--- src/rtl/and_gate_sync.sv ---
// Two-input AND gate with a combinational output plus a registered copy,
// edge pulses and a saturating count of cycles the registered copy was high.
module and_gate_sync #(
    parameter int CNT_W = 16
) (
    input  logic             clk,
    input  logic             rst,
    input  logic             A,
    input  logic             B,
    input  logic             clr_count,
    output logic             X,
    output logic             X_r,
    output logic             X_rise,
    output logic             X_fall,
    output logic [CNT_W-1:0] hi_count
);

    localparam logic [CNT_W-1:0] CNT_MAX = {CNT_W{1'b1}};

    // Kept free of clk/rst so the gate works with no clock running.
    assign X = A & B;

    always_ff @(posedge clk or posedge rst) begin
        if (rst) begin
            X_r    <= 1'b0;
            X_rise <= 1'b0;
            X_fall <= 1'b0;
        end else begin
            X_r    <= X;
            X_rise <= X & ~X_r;
            X_fall <= ~X & X_r;
        end
    end

    // Counts on the previous X_r, so it trails X_r by one cycle.
    always_ff @(posedge clk or posedge rst) begin
        if (rst) begin
            hi_count <= '0;
        end else if (clr_count) begin
            hi_count <= '0;
        end else if (X_r && (hi_count != CNT_MAX)) begin
            hi_count <= hi_count + 1'b1;
        end
    end

endmodule

--- config.mk ---
export PLATFORM = sky130hd
export DESIGN_NAME = and_gate_sync
export DESIGN_NICKNAME = d
export VERILOG_FILES = /design/src/rtl/and_gate_sync.sv
export SDC_FILE = /design/constraint.sdc
export NUM_CORES = 1
export LEC_CHECK = 0
export CAP_MARGIN = 20
export CORE_UTILIZATION = 48
export DETAILED_ROUTE_END_ITERATION = 12
export GPL_TIMING_DRIVEN = 1
export HOLD_SLACK_MARGIN = 0.12
export PLACE_DENSITY = 0.78
export SYNTH_ARGS = -nofsm -noshare
export SYNTH_HDL_FRONTEND = slang
export SYNTH_SLANG_ARGS = --single-unit
--- constraint.sdc ---
create_clock -name clk -period 2.5 [get_ports clk]
set_clock_uncertainty 0.2 [all_clocks]
set_input_delay 0.375 -clock clk [delete_from_list [all_inputs] [get_ports clk]]
set_output_delay 0.375 -clock clk [all_outputs]
set_load 0.01 [all_outputs]
==> flow_summary.ini <==
[synthesis]
synth_compound_area_share_pct = 15.1
avgSynthCellArea_um2 = 9.47
synth-adder-area-share_pct = 1.23
syn_inst = 107
ys_warn_count = 0
synth-xor-area-share_pct = 0
muxShareOfSynthArea_pct = 4.44
synthSimpleGateAreaFrac_pct = 28.4
synth_seq_cells = 19
syn_nets = 113
ys_seq_area_share_pct = 46.9
synth_cell_types = 26
syn_area_um2 = 1010
synth_top_family_by_area = simple AND/OR/NAND/NOR gates

[final_layout]
area_growth_pct = 29.3
diodes = 0
final_cells = 158
finalNetCount = 138
finish.utilization_pct = 66.1
drive_above_1_share_pct = 9.92

[cts]
cts_max_level = 1
clock_latency_ns = 0.29
postCtsSetupRepairBufs = 0
cts_hold_buf = 0
cts.sink_count = 19
cts.clk_slew.worst_paths_ns = 0.11
cts_root_buf = clkbuf_4
cts_resized = 0
cts_tree = yes
clock_path_buffers = 2
numCtsBuffers = 3

[global_route]
track_usage_pct = 21.9
grt_max_degree = 22
grt_pass1_vias = 751
antenna_found_initial = 0
grt-ovfl-total = 0
grt_pass1_wl_um = 3470

[setup_path]
end_kind = register
critPathLaunch = X_r
crit_cells = 4
r2r_cells = 4
cp-start-kind = register
timing.rr.start = X_r
rr_endpoint = hi_count[13]
critPathKind = register to register
critical-path-slowest-cell = or4_1
crit_chain = inv_2, or4_1, nor4b_1, mux2_2
worst-path-buf-inv = 1
r2r_setup_slack_ns = 0.21
slowest_delay_ns = 0.67
crit_end = hi_count[13]
crit_fanout = 16
worstPathRequired_ns = 2.49
critPathTopFamily = simple AND/OR/NAND/NOR gates
cp.arrival_ns = 2.29

[sta]
finalSetupTns_ns = 0
fmax_mhz = 436
fin_crit_ns = 2.29
final-setup-viol-count = 0
drv_slew = 0
hold_viol = 0
tightest_slew_ns = 0.763
relSlewSlack_pct = 49.0
period_share_pct = 91.8
rsz0062_at_grt = false
setup_ws_ns = 0.206

[place]
dp_slack_ns = 0.237
dpl.cell_count = 154
hpwl_um = 1580
port_buffers = 24
gp_congestion = 0.809

[run_status]
outcome = complete, no violations

[pwr]
power_density_nw_per_um2 = 391
finalPower_w = 0.000512
vdd_drop_max_uv = 312
p_leak_nw = 0.484

[routing]
vias_per_cell = 5.91
vias = 933
ant_nets = 0
route.detailed.drc = 0
wire_per_inst_um = 14.4
wl_um = 2280
drt_iter0_drc = 16
first_pass_iters = 4

[floorplan]
die_w_um = 48.0
core.rowCount = 16
die_h_um = 48.0
core_um2 = 1980
start_util_pct = 51.1
ios = 25
dieArea_um2 = 2300

[run]
max-cap-violations = 0

[hold_path]
hold_path_class = input port to asynchronous set/reset pin
==> synth_stat cells <==
cell	instances	share of area (%)
or2_2	2	1.2
inv_2	1	0.37
nand3b_1	1	0.74
nand2_1	5	1.9
o21ai_0	4	2.0
mux2_2	4	4.4
nor4b_1	2	1.7
nor2_1	5	1.9
o41ai_1	1	0.86
buf_2	1	0.49
or4_1	8	5.9
nand4_1	5	3.1
clkbuf_1	4	1.5
ha_1	1	1.2
and4_1	2	1.7
a21oi_1	11	5.4
or3_1	2	1.2
o311ai_0	1	0.86
and2_1	2	1.2
nand3_1	7	3.5
clkbuf_2	1	0.49
dfrtp_1	19	47
o31ai_1	8	5.9
nor2b_1	4	2.5
nor4_1	3	1.9
inv_1	3	1.1
==> worst reg2reg max path: cells and delay by family (launching register included) <==
family        cells  cell delay [ns]
buf+inv           1             0.14
mux               1             0.37
flops             1             0.42
simple gates      2             1.06
==> cell families after synthesis <==
group | after synthesis
flip-flops | 19
AND/OR/NAND/NOR | 48
adder cells (fa/ha/maj) | 1
AO/OA/AOI/OAI | 25
multiplexers | 4
buffers and inverters | 10
==> registers in the layout (all words and copies together) (netlist names) <==
name      cells
hi_count     16
X_fall        1
X_r           1
X_rise        1
==> stage by stage <==
step           area, um^2  hold WS, ns
2_1_floorplan        1010        0.126
3_3_place_gp         1280        0.348
3_5_place_dp         1280        0.344
4_1_cts              1310        0.331
5_1_grt              1310        0.391
6_report             1310        0.295
==> area by class of cell <==
cell class                      instances  area (um^2)
Timing Repair Buffer                   26          255
Sequential cell                        19          475
Fill cell                             165          672
Clock buffer                            4         26.3
Inverter                                4         15.0
Multi-Input combinational cell         78          504
Tap cell                               27         33.8
==> cells in the final DEF, fill, tap and decap left out, types with 3 or more instances in the layout <==
cell type        instances
clkdlybuf4s50_1         24
dfrtp_1                 19
a21oi_1                 11
o31ai_1                  8
or4_1                    8
nand3_1                  7
nor2_1                   5
nand4_1                  5
nand2_1                  5
nor2b_1                  4
mux2_2                   4
o21ai_0                  4
inv_1                    3
clkbuf_4                 3
==> how the worst min path moves through the flow <==
| stage | cells after the start | slack (ns) | to |
|---|---|---|---|
| 4_1_cts | 2 | 0.33 | hi_count[15] |
| 3_3_place_gp | 1 | 0.35 | hi_count[4] |
| 5_1_grt | 2 | 0.39 | hi_count[3] |
| 6_report | 2 | 0.29 | hi_count[9] |
| 2_1_floorplan | 1 | 0.13 | X_fall |
| 3_5_place_dp | 1 | 0.34 | hi_count[4] |
==> report_power, final <==
part	internal [W]	switching (W)	leakage [nW]	total [W]
Sequential	0.000311	0.00000383	0.262	0.000315
Clock	0.0000620	0.0000933	0.0150	0.000155
Combinational	0.0000180	0.0000238	0.207	0.0000418
Total	0.000391	0.000121	0.484	0.000512
==> metal layers <==
layer | track usage [%] | vias to the layer above | part of all wire, %
met5 | 0 | - | 0
met4 | 8.33 | 0 | 0.66
met3 | 3.40 | 2 | 2.9
met2 | 35.7 | 16 | 49
met1 | 29.3 | 459 | 47
li1 | - | 456 | -
Power figures use the tool's default switching activity.
